===== src/rtl/board_row_renderer.sv =====
// Pixel stage behind the Life engine: prefetches each 64-cell row into a shadow
// line buffer during horizontal blanking, swaps it in at the row boundary, and renders cell icons.
module board_row_renderer #(
    parameter int X0    = 64,
    parameter int Y0    = 112,
    parameter int LOG_W = 6,
    parameter int LOG_H = 5
) (
    input  logic                   clk,
    input  logic                   rst_n,
    input  logic                   hsync_in,
    input  logic                   vsync_in,
    input  logic                   display_on,
    input  logic [9:0]             hpos,
    input  logic [9:0]             vpos,
    output logic                   rd_req,
    output logic [LOG_H+LOG_W-1:0] rd_addr,
    input  logic                   rd_gnt,
    input  logic                   rd_data,
    output logic [7:0]             vga_out,
    output logic                   underrun
);
    localparam int W = 1 << LOG_W;
    localparam logic [9:0] XL = 10'(X0);
    localparam logic [9:0] XR = 10'(640 - X0);
    localparam logic [9:0] YT = 10'(Y0);
    localparam logic [9:0] YB = 10'(480 - Y0);
    localparam logic [9:0] ROWS_PX = 10'(8 << LOG_H);
    // 8x8 icon; rows and columns are symmetric so bit order is immaterial
    localparam logic [63:0] ICON = {8'h00, 8'h3C, {4{8'h7E}}, 8'h3C, 8'h00};

    typedef enum logic [1:0] {IDLE, FETCH, DRAIN, READY} state_t;

    state_t             state, state_nx;
    logic [LOG_H-1:0]   row;
    logic [LOG_W-1:0]   col, col_q;
    logic               issue, issue_q;
    logic [W-1:0]       shadow, active;

    // Offset of the scanline after this one from the top of the board
    logic [9:0]         vnext;
    logic               trig_line, trigger, swap;
    logic [LOG_H-1:0]   target_row;

    assign vnext      = vpos + 10'd1 - YT;
    assign trig_line  = (vpos + 10'd1 >= YT) && (vnext[2:0] == 3'd0) && (vnext < ROWS_PX);
    assign target_row = vnext[LOG_H+2:3];
    assign trigger    = trig_line && (hpos == 10'd640);
    assign swap       = trig_line && (hpos == 10'd799);

    always_comb begin
        state_nx = state;
        issue    = 1'b0;
        case (state)
            IDLE:  if (trigger) state_nx = FETCH;
            FETCH: begin
                issue = rd_gnt;
                if (rd_gnt && col == '1) state_nx = DRAIN;
            end
            DRAIN: state_nx = READY;
            READY: state_nx = READY;
            default: state_nx = IDLE;
        endcase
        if (swap) state_nx = IDLE;
    end

    assign rd_req  = (state == FETCH);
    assign rd_addr = {row, col};

    always_ff @(posedge clk or negedge rst_n) begin
        if (!rst_n) begin
            state    <= IDLE;
            row      <= '0;
            col      <= '0;
            col_q    <= '0;
            issue_q  <= 1'b0;
            shadow   <= '0;
            active   <= '0;
            underrun <= 1'b0;
        end else begin
            state   <= state_nx;
            issue_q <= issue & ~swap;
            if (issue) col_q <= col;
            if (state == IDLE && trigger) begin
                row <= target_row;
                col <= '0;
            end else if (issue && col != '1) begin
                col <= col + 1'b1;
            end
            // Data returns one cycle after issue, regardless of the current grant
            if (issue_q) shadow[col_q] <= rd_data;
            if (swap) begin
                if (state == READY) active <= shadow;
                else if (state == FETCH || state == DRAIN) underrun <= 1'b1;
            end
        end
    end

    logic             in_frame, lit, hi;
    logic [LOG_W-1:0] cell_idx;

    always_comb begin
        in_frame = (hpos >= XL) && (hpos < XR) && (vpos >= YT) && (vpos < YB);
        cell_idx = LOG_W'((hpos - XL) >> 3);
        lit      = display_on & in_frame;
        hi       = lit & active[cell_idx] & ICON[{vpos[2:0], hpos[2:0]}];
    end

    always_ff @(posedge clk or negedge rst_n) begin
        if (!rst_n) vga_out <= '0;
        else        vga_out <= {hsync_in, 1'b1, lit, lit, vsync_in, 1'b0, hi, hi};
    end
endmodule

===== config.mk =====
export PLATFORM = sky130hd
export DESIGN_NAME = board_row_renderer
export DESIGN_NICKNAME = d
export VERILOG_FILES = /design/src/rtl/board_row_renderer.sv
export SDC_FILE = /design/constraint.sdc
export NUM_CORES = 1
export LEC_CHECK = 0
export ABC_AREA = 1
export CORE_MARGIN = 4
export CORE_UTILIZATION = 64
export CTS_CLUSTER_DIAMETER = 80
export DETAILED_ROUTE_END_ITERATION = 16
export DONT_BUFFER_PORTS = 1
export PLACE_DENSITY = 0.8
export SYNTH_ARGS = -nofsm -noshare
export SYNTH_HDL_FRONTEND = slang
export SYNTH_SLANG_ARGS = --single-unit
export TNS_END_PERCENT = 10

===== constraint.sdc =====
create_clock -name clk -period 2.2 [get_ports clk]
set_clock_uncertainty 0.1 [all_clocks]
set_input_delay 0.44 -clock clk [delete_from_list [all_inputs] [get_ports clk]]
set_output_delay 0.44 -clock clk [all_outputs]
set_load 0.05 [all_outputs]

==> results.md, run 1 <==
- Layout area overhead: 14.7%
- Failing checks: negative hold slack
- Hold Vio Cnt, Final: 154
- Hold Path Class: input port to asynchronous set/reset pin
- Clock Latency Late Sink: 0.43 ns
- Hpwl dp: 11400 um
- Largest net degree at the start of global routing: 155
- Post-synthesis sequential area ratio: 52.1%
- Final setup vio count: 0
- Layout cells sized above 1: 10.6%
- First-pass GRT wire length: 30800 um
- Fillers: 829
- Inserted Clock Buffers: 17
- Final core utilization: 74.6%
- CP required: 2.43 ns
- Critical path class: flop to flop
- Most frequent cell after synthesis: nand2_1
- Post-synth top cells: 253 x nand2_1, 154 x dfrtp_1, 98 x nand3_1
- Final setup margin: 0.199 ns
- Hold WS: -0.401 ns
- Grt total ovfl: 0
- Crit-path cells: inv_1 -> ha_2 -> nand2_1 -> inv_1 -> nand3_1 -> nor3_1 -> nand3_1 -> xor2_1 -> nand2_1 -> inv_1
- Post-synth EDFFs: 0
- CP delay by family, top: simple AND/OR/NAND/NOR gates
- Horiz. Die Dim: 116 um
- Worst path most repeated cell: inv_1
- Synthesized Nets: 950
- Ant. Diodes: 0
- Pre-CTS WS: -0.142 ns
- Clock Power Share: 49.6%
- Maximum vdd drop: 0.847 mV
- Routed Antenna Nets: 0
- All-Layer GR Usage: 29.6%
- Yosys reg bits: 154
- CTS Hold Bufs: 2
- IO Count: 48
- Synth unique cells: 30
- Synth Warn #: 0
- Async SR Flop Fraction: 100%
- Final nets: 963
- Vias in the first global route: 6312
- # rows: 39
- Setup TNS: 0 ns
- Mapped cell area: 0.00740 mm^2
- Final Max Slew Viols: 0
- Root Driver: clkbuf_16
- Post-synthesis cell count: 911
- GP Congestion: 0.909
- Residual DRC: 0
- Outcome: complete, but fails checks
- H-Tree Depth: 4
- Die area: 0.0133 mm^2
- Initial Utilization: 65.1%
- Psw: 1370 uW
- CTS tree: built
- Clk slew on worst S/H paths: 0.06 ns
- CP max stage delay: 0.40 ns
- Startpoint class of the critical path: flop
- CP max-delay cell: dfrtp_1
- Switching share of total power: 21.9%
- DIE HEIGHT: 116 um
- CP Max Fanout: 4
- Area of the core: 0.0114 mm^2
- DR vias/cell: 6.05
- Final min period: 2.00 ns
- Comb pwr share: 4.5%
- Clk sink count: 154
- Max cap viols: 0
- Leak: 0.00404 uW
- Mean Syn Cell Area: 8.12 um^2
- CP Capture Type: flop
- Main synth FF type: dfrtp_1
- Pwr/cell area: 736 mW/mm^2
- I/O Buffers: 0
- Critical Path AT: 2.23 ns
- Routed WL per cell: 17.3 um
- Worst Path Buf+Inv: 3
- Share of the synthesized area in the top cell type: 52.1%
- Via count: 6537
- Final wirelength: 18600 um
- Pint: 4880 uW
- Highest clock rate: 0.500 GHz
- Top cells by area in the synthesized netlist: dfrtp_1 52%, nand2_1 13%, nand3_1 6.6%, a21oi_1 5.5%, a31oi_1 4.1%
- Cell taking the most area after synthesis: dfrtp_1
- Antenna violations before repair: 0
- RSZ-0062 raised after global routing: false
- Power, Total: 6250 uW
- Drt first pass iters: 5
- DR iter-0 viols: 861
- Crit share post-route: 90.9%
- Clock tree buffer depth: 2
- Sequential power share: 45.9%
==> kinds of logic (layout without fill, tap and decap cells) <==
family                     count (synthesis)  count (layout)  synth area share (%)
AOI/OAI and AO/OA                        187             187                  13.8
DFF                                      154             154                  52.1
other                                      2               2                 0.101
and+or+nand+nor                          421             421                  24.2
muxes                                      1               1                 0.152
buffers and inverters                    127             153                  6.71
xor gates and xnor gates                   7               7                 0.829
adders and majority gates                 12              12                  2.03
==> worst reg2reg max path, cell delays in order, from the launching register on <==
cell,delay (ns)
dfrtp_1,0.40
inv_1,0.14
ha_2,0.20
nand2_1,0.09
inv_1,0.12
nand3_1,0.11
nor3_1,0.31
nand3_1,0.17
xor2_1,0.17
nand2_1,0.06
inv_1,0.03
==> per-layer routing <==
layer | global-route usage (%) | vias to the layer above | part of all wire [%]
li1 | - | 3072 | -
met1 | 38.9 | 3106 | 41
met2 | 47.3 | 305 | 48
met3 | 8.62 | 54 | 8.7
met4 | 10.5 | 0 | 2.2
met5 | 0 | - | 0
==> power by group through the flow <==
stage / clock network, uW / registers [uW] / logic, uW
floorplan: 0 / 2920 / 199
global placement: 0 / 2920 / 267
detailed placement: 0 / 2920 / 274
CTS: 3110 / 2870 / 280
global route: 3260 / 2870 / 313
finish: 3100 / 2870 / 284
==> layout make-up <==
type	count	area, um^2	area share, %
clock buffer	22	494	5.83
clock inverter	10	136	1.61
inverter	71	274	3.23
multi-input combinational	630	3100	36.6
sequential	154	3850	45.4
tap	143	179	2.11
timing repair buffer	50	443	5.22
==> metrics by stage <==
step | instance area [um^2] | cells
floorplan | 7460 | 911
global placement | 7830 | 1046
detailed placement | 7830 | 1046
CTS | 8480 | 1080
global route | 8480 | 1080
finish | 8480 | 1080
==> registers in the layout (all words and copies together) (netlist names) <==
signal and count:
active 64, shadow 64, col 6, vga_out 5, state 2, row 5, col_q 6, issue_q 1
underrun 1
==> layout by cell type, fill, tap and decap left out, drive strengths merged <==
master / netlist / layout
clkinv: 0 / 5
a21oi: 81 / 81
nor3: 21 / 21
bufinv: 0 / 3
a21o: 1 / 1
o211a: 1 / 1
xor2: 5 / 5
conb: 2 / 2
o211ai: 3 / 3
dlygate4sd3: 0 / 2
buf: 11 / 48
nand4: 6 / 6
a31oi: 49 / 49
nor4: 8 / 8
dfrtp: 154 / 154
a211oi: 5 / 5
o21ai: 47 / 47
or4: 1 / 1
mux2: 1 / 1
clkinvlp: 0 / 2
nor2: 31 / 31
inv: 71 / 71
clkbuf: 45 / 22
xnor2: 2 / 2
nand2: 256 / 256
nand3: 98 / 98
ha: 12 / 12
==> repair_timing <==
action	CTS	global route
endpoints found under the hold margin	156	154
buffers inserted	0	0
gates resized for setup	0	1
endpoints found under the setup margin	0	1
==> final timing paths <==
| check | start | end | slack (ns) | cells after the start |
|---|---|---|---|---|
| setup / recovery | state[1] | col[5] | 0.20 | 10 |
| hold / removal | rst_n | row[3] | -0.40 | 0 |
| setup reg to reg | state[1] | col[5] | 0.20 | 10 |
| hold reg to reg | active[37] | active[37] | 0.37 | 2 |
| max in group asynchronous | rst_n | shadow[14] | 2.21 | 0 |
| min in group clk | rd_data | shadow[32] | 0.04 | 2 |
Note: power is estimated with default switching activity, not from simulation.
==> inputs of run 2 (changes only) <==
RECOVER_POWER = 100   (was unset)
SLEW_MARGIN = 30   (was unset)
==> results.md, run 2 (same netlist as run 1, synthesis figures left out) <==
- Clk sink count: 154 (unchanged)
- Hpwl dp: 11400 um (unchanged)
- Met3 global-route usage: 8.62% (unchanged)
- Layout area overhead: 13.4% (was 14.7%)
- Met2 GRT Util: 47.3% (unchanged)
- Residual DRC: 0 (unchanged)
- Hold Path Class: input port to asynchronous set/reset pin (unchanged)
- M1 GR Usage: 38.9% (unchanged)
- Final Max Slew Viols: 0 (unchanged)
- Critical Path AT: 2.26 ns (was 2.23 ns)
- Routed WL per cell: 17.2 um (was 17.3 um)
- Drt first pass iters: 5 (unchanged)
- Final setup margin: 0.161 ns (was 0.199 ns)
- CP Max Fanout: 3 (was 4)
- Final nets: 963 (unchanged)
- Max cap viols: 0 (unchanged)
- IO Count: 48 (unchanged)
- Clock tree buffer depth: 2 (unchanged)
- Leak: 0.00397 uW (was 0.00404 uW)
- Setup TNS: 0 ns (unchanged)
- Failing checks: negative hold slack (unchanged)
- CTS tree: built (unchanged)
- Outcome: complete, but fails checks (unchanged)
- GP Congestion: 0.909 (unchanged)
- Horiz. Die Dim: 116 um (unchanged)
- Routed Antenna Nets: 0 (unchanged)
- Inserted Clock Buffers: 17 (unchanged)
- Maximum vdd drop: 0.848 mV (was 0.847 mV)
- Clk slew on worst S/H paths: 0.06 ns (about the same)
- Via count: 6556 (was 6537)
- Grt peak-use layer: met2 (unchanged)
- Worst-margin pin slew: 0.789 ns
- H-Tree Depth: 4 (unchanged)
- Most frequent cells in the layout: 252 x nand2_1, 154 x dfrtp_1, 97 x nand3_1 (was 251 x nand2_1, 154 x dfrtp_1, 96 x nand3_1)
- Highest clock rate: 0.490 GHz (was 0.500 GHz)
- Root Driver: clkbuf_16 (unchanged)
- Hold WS: -0.396 ns (was -0.401 ns)
- Area of the core: 0.0114 mm^2 (unchanged)
- DIE HEIGHT: 116 um (unchanged)
- CTS Hold Bufs: 2 (unchanged)
- Die area: 0.0133 mm^2 (unchanged)
- Regs by FF count: active: 64 flops, shadow: 64 flops (unchanged)
- I/O Buffers: 0 (unchanged)
- Final setup vio count: 0 (unchanged)
- Clock Latency Late Sink: 0.43 ns (about the same)
- Most common cell after layout, fill and taps aside: nand2_1 (unchanged)
- Pwr/cell area: 743 mW/mm^2 (was 736 mW/mm^2)
- Grt total ovfl: 0 (unchanged)
- Final instance area: 0.00839 mm^2 (was 0.00848 mm^2)
- # Post-CTS Setup Buffers: 0 (unchanged)
- Largest net degree at the start of global routing: 155 (unchanged)
- # rows: 39 (unchanged)
- Max-slew headroom: 47.4%
- Vias in the first global route: 6312 (unchanged)
- Layout cells sized above 1: 8.96% (was 10.6%)
- Final min period: 2.04 ns (was 2.00 ns)
- Pre-CTS WS: -0.142 ns (unchanged)
- CP Capture Type: flop (unchanged)
- Initial Utilization: 65.1% (unchanged)
- DR vias/cell: 6.07 (was 6.05)
- Final wirelength: 18600 um (about the same)
- DR iter-0 viols: 918 (was 861)
- RSZ-0062 raised after global routing: false (unchanged)
- DP Area: 0.00783 mm^2 (unchanged)
- Final core utilization: 73.8% (was 74.6%)
- First-pass GRT wire length: 30800 um (unchanged)
- All-Layer GR Usage: 29.6% (unchanged)
- Hold Vio Cnt, Final: 154 (unchanged)
- Startpoint class of the critical path: flop (unchanged)
- Antenna violations before repair: 0 (unchanged)
- Crit share post-route: 92.7% (was 90.9%)
- Ant. Diodes: 0 (unchanged)
- CP required: 2.42 ns (was 2.43 ns)
- Critical path class: flop to flop (unchanged)
run 2: cell types whose count changed in the layout (fill, tap and decap cells not counted), moves of 7 or more:
cell,before,now
buf_4,43,25
o21ai_0,32,44
clkbuf_2,0,7
clkbuf_1,0,11
o21ai_1,15,3
run 2: per-stage QoR:
step           total power [uW]  cells  hold WS, ns
6_report                   6240   1080       -0.396
5_1_grt                    6430   1080       -0.417
4_1_cts                    6260   1080       -0.404
3_5_place_dp               3190   1046       0.0480
3_3_place_gp               3180   1046       0.0478
2_1_floorplan              3120    911       0.0444
run 2: cell type report:
cell class	count	area (um^2)
well taps	143	179
multi-input cells	630	3080
flip-flops and latches	154	3850
clock buffers	22	494
repair buffers	50	375
fillers	854	2980
inverters	71	274
clock inverters	10	136
run 2: power by group:
part,total (uW),internal [uW],switching (uW),leakage (uW)
registers,2870,2850,20.4,0.00179
logic,279,94.8,184,0.00186
clock network,3090,1940,1150,0.000317
run 2: timing repair:
action                                  in CTS  in global routing
endpoints found under the setup margin       0                  1
endpoints found under the hold margin      156                154
gates resized for setup                      0                  1
run 2: critical path, cell delays in order, from the launching register on:
cell and delay, ns:
dfrtp_1 0.35, clkbuf_1 0.53, inv_1 0.15, nor3_1 0.37
nand3_1 0.16, xor2_1 0.19, nand2_1 0.06, inv_1 0.03
run 2: per-layer routing:
layer	vias up	part of all wire (%)
met2	306	47
li1	3081	-
met4	0	2.5
met3	65	8.6
met1	3104	42
met5	-	0
run 2: worst paths after layout:
kind,startpoint,to,slack [ns],cells past startpoint
setup / recovery,col[1],col[5],0.16,7
hold / removal,rst_n,row[3],-0.40,0
setup reg to reg,col[1],col[5],0.16,7
hold reg to reg,active[37],active[37],0.37,2
max in group asynchronous,rst_n,vga_out[7],2.12,0
min in group clk,rd_data,shadow[32],0.04,2
==> inputs of run 3 (changes only) <==
CELL_PAD_IN_SITES_DETAIL_PLACEMENT = 1   (was unset)
CELL_PAD_IN_SITES_GLOBAL_PLACEMENT = 1   (was unset)
CORE_UTILIZATION = 48   (was 64)
PLACE_DENSITY = unset   (was 0.8)
PLACE_DENSITY_LB_ADDON = 0.1   (was unset)
==> results.md, run 3 (same netlist as run 1, synthesis figures left out) <==
- CP Capture Type: primary output (was flop)
- Reg2Reg Setup Slack: 0.16 ns (about the same)
- I/O Buffers: 0 (unchanged)
- Regs by FF count: active: 64 flops, shadow: 64 flops (unchanged)
- Crit-path cells: inv_1 -> ha_1 -> clkbuf_2 (was clkbuf_1 -> inv_1 -> nor3_1 -> nand3_1 -> xor2_1 -> nand2_1 -> inv_1)
- Layout area overhead: 13.8% (was 13.4%)
- All-Layer GR Usage: 26.1% (was 29.6%)
- Maximum vdd drop: 0.564 mV (was 0.848 mV)
- Pwr/cell area: 738 mW/mm^2 (was 743 mW/mm^2)
- Clock Latency Late Sink: 0.43 ns (about the same)
- Highest clock rate: 0.481 GHz (was 0.490 GHz)
- CP max stage delay: 0.40 ns (was 0.53 ns)
- Crit share post-route: 94.5% (was 92.7%)
- Root Driver: clkbuf_16 (unchanged)
- Worst Path Buf+Inv: 2 (was 3)
- Largest net degree at the start of global routing: 155 (unchanged)
- Pre-CTS WS: -0.151 ns (was -0.142 ns)
- Clk slew on worst S/H paths: 0.06 ns (about the same)
- RSZ-0062 raised after global routing: false (unchanged)
- Critical path class: flop to primary output (was flop to flop)
- R2r endpoint: shadow[5] (was col[5])
- Most frequent cells in the layout: 252 x nand2_1, 154 x dfrtp_1, 96 x nand3_1 (was 252 x nand2_1, 154 x dfrtp_1, 97 x nand3_1)
- IO Count: 48 (unchanged)
- Critical Path AT: 1.54 ns (was 2.26 ns)
- Setup TNS: 0 ns (unchanged)
- Hold WS: -0.399 ns (was -0.396 ns)
- Inserted Clock Buffers: 17 (unchanged)
- Ant. Diodes: 0 (unchanged)
- Most common cell after layout, fill and taps aside: nand2_1 (unchanged)
- # rows: 45 (was 39)
- Antenna violations before repair: 0 (unchanged)
- Initial Utilization: 48.9% (was 65.1%)
- DIE HEIGHT: 132 um (was 116 um)
- Area of the multi-input gates: 0.00309 mm^2 (was 0.00308 mm^2)
- Leak: 0.00396 uW (was 0.00397 uW)
- Drt first pass iters: 5 (unchanged)
- Routed Antenna Nets: 0 (unchanged)
- H-Tree Depth: 4 (unchanged)
- Max cap viols: 0 (unchanged)
- CTS Hold Bufs: 2 (unchanged)
- Outcome: complete, but fails checks (unchanged)
- Final wirelength: 22100 um (was 18600 um)
- CTS tree: built (unchanged)
- Layout cells sized above 1: 8.94% (was 8.96%)
- Final min period: 2.08 ns (was 2.04 ns)
- CP required: 1.66 ns (was 2.42 ns)
- Residual DRC: 0 (unchanged)
- Horiz. Die Dim: 132 um (was 116 um)
- Via count: 6581 (was 6556)
- Worst r2r src: col_q[1] (was col[1])
- FF-to-FF path depth: 5 (was 7)
- CP delay by family, top: buffers and inverters (unchanged)
- Final Max Slew Viols: 0 (unchanged)
- Final setup vio count: 0 (unchanged)
- First-pass GRT wire length: 36600 um (was 30800 um)
- DR vias/cell: 5.83 (was 6.07)
- Clock tree buffer depth: 2 (unchanged)
- Max-slew headroom: 52.0% (was 47.4%)
- Die area: 0.0175 mm^2 (was 0.0133 mm^2)
- GP Congestion: 0.817 (was 0.909)
- Hold Path Class: input port to asynchronous set/reset pin (unchanged)
- DR iter-0 viols: 403 (was 918)
- Fillers: 1842 (was 854)
- Storage element area: 0.00385 mm^2 (unchanged)
- Final nets: 966 (was 963)
- Area of the core: 0.0151 mm^2 (was 0.0114 mm^2)
- Failing checks: negative hold slack (unchanged)
- CP Max Fanout: 4 (was 3)
- Post_cts resized: 0 (unchanged)
- Routed WL per cell: 19.6 um (was 17.2 um)
- # Post-CTS Setup Buffers: 0 (unchanged)
- Vias in the first global route: 7016 (was 6312)
- Hpwl dp: 14200 um (was 11400 um)
- Worst-margin pin slew: 0.720 ns (was 0.789 ns)
- Clk sink count: 154 (unchanged)
- Final setup margin: 0.121 ns (was 0.161 ns)
- CP max-delay cell: dfrtp_1 (was clkbuf_1)
- Grt total ovfl: 0 (unchanged)
- Startpoint class of the critical path: flop (unchanged)
- Hold Vio Cnt, Final: 154 (unchanged)
-- run 3: changes by cell type in the layout (fill, tap and decap cells not counted), moves of 2 or more --
cell and delta:
o21ai_1 +4, clkinv_2 -2, clkbuf_8 -4, buf_12 -2, clkinvlp_4 +3, clkbuf_2 +2, o21ai_0 -4, clkbuf_1 +2
-- run 3: worst max path at each step --
stage | end | cells past startpoint | startpoint
after floorplan | active[38] | 16 | vpos[2]
after global placement | active[49] | 14 | vpos[2]
after detailed placement | row[3] | 15 | vpos[2]
after CTS | col[1] | 8 | col[0]
after global routing | col[5] | 10 | state[1]
final | rd_req | 3 | state[1]
-- run 3: final cells by class --
type / count / area share (%)
timing repair buffer: 53 / 4.34
inverter: 71 / 3.21
clock buffer: 19 / 5.26
multi-input combinational: 630 / 36.7
sequential: 154 / 45.8
clock inverter: 13 / 1.99
tap: 188 / 2.79
-- run 3: where the power goes --
group	total, uW	internal, uW	switching, uW
Clock	3060	1830	1240
Combinational	292	94.9	197
Sequential	2860	2840	18.7
Total	6220	4770	1450
-- run 3: routing by layer --
| layer | wire length [um] | GRT usage [%] | vias to the layer above |
|---|---|---|---|
| met2 | 11100 | 45.2 | 149 |
| li1 | - | - | 3071 |
| met3 | 972 | 5.00 | 27 |
| met4 | 371 | 7.64 | 0 |
| met5 | 0 | 0 | - |
| met1 | 9670 | 33.4 | 3334 |
-- run 3: through the flow --
step	utilization (%)	cell area (um^2)	power, uW	std cells
3_3_place_gp	52.1	7900	3200	1094
6_report	55.6	8420	6220	1128
2_1_floorplan	-	7460	3120	911
3_5_place_dp	52.1	7900	3200	1094
4_1_cts	56.3	8530	6250	1128
5_1_grt	55.6	8420	6420	1128
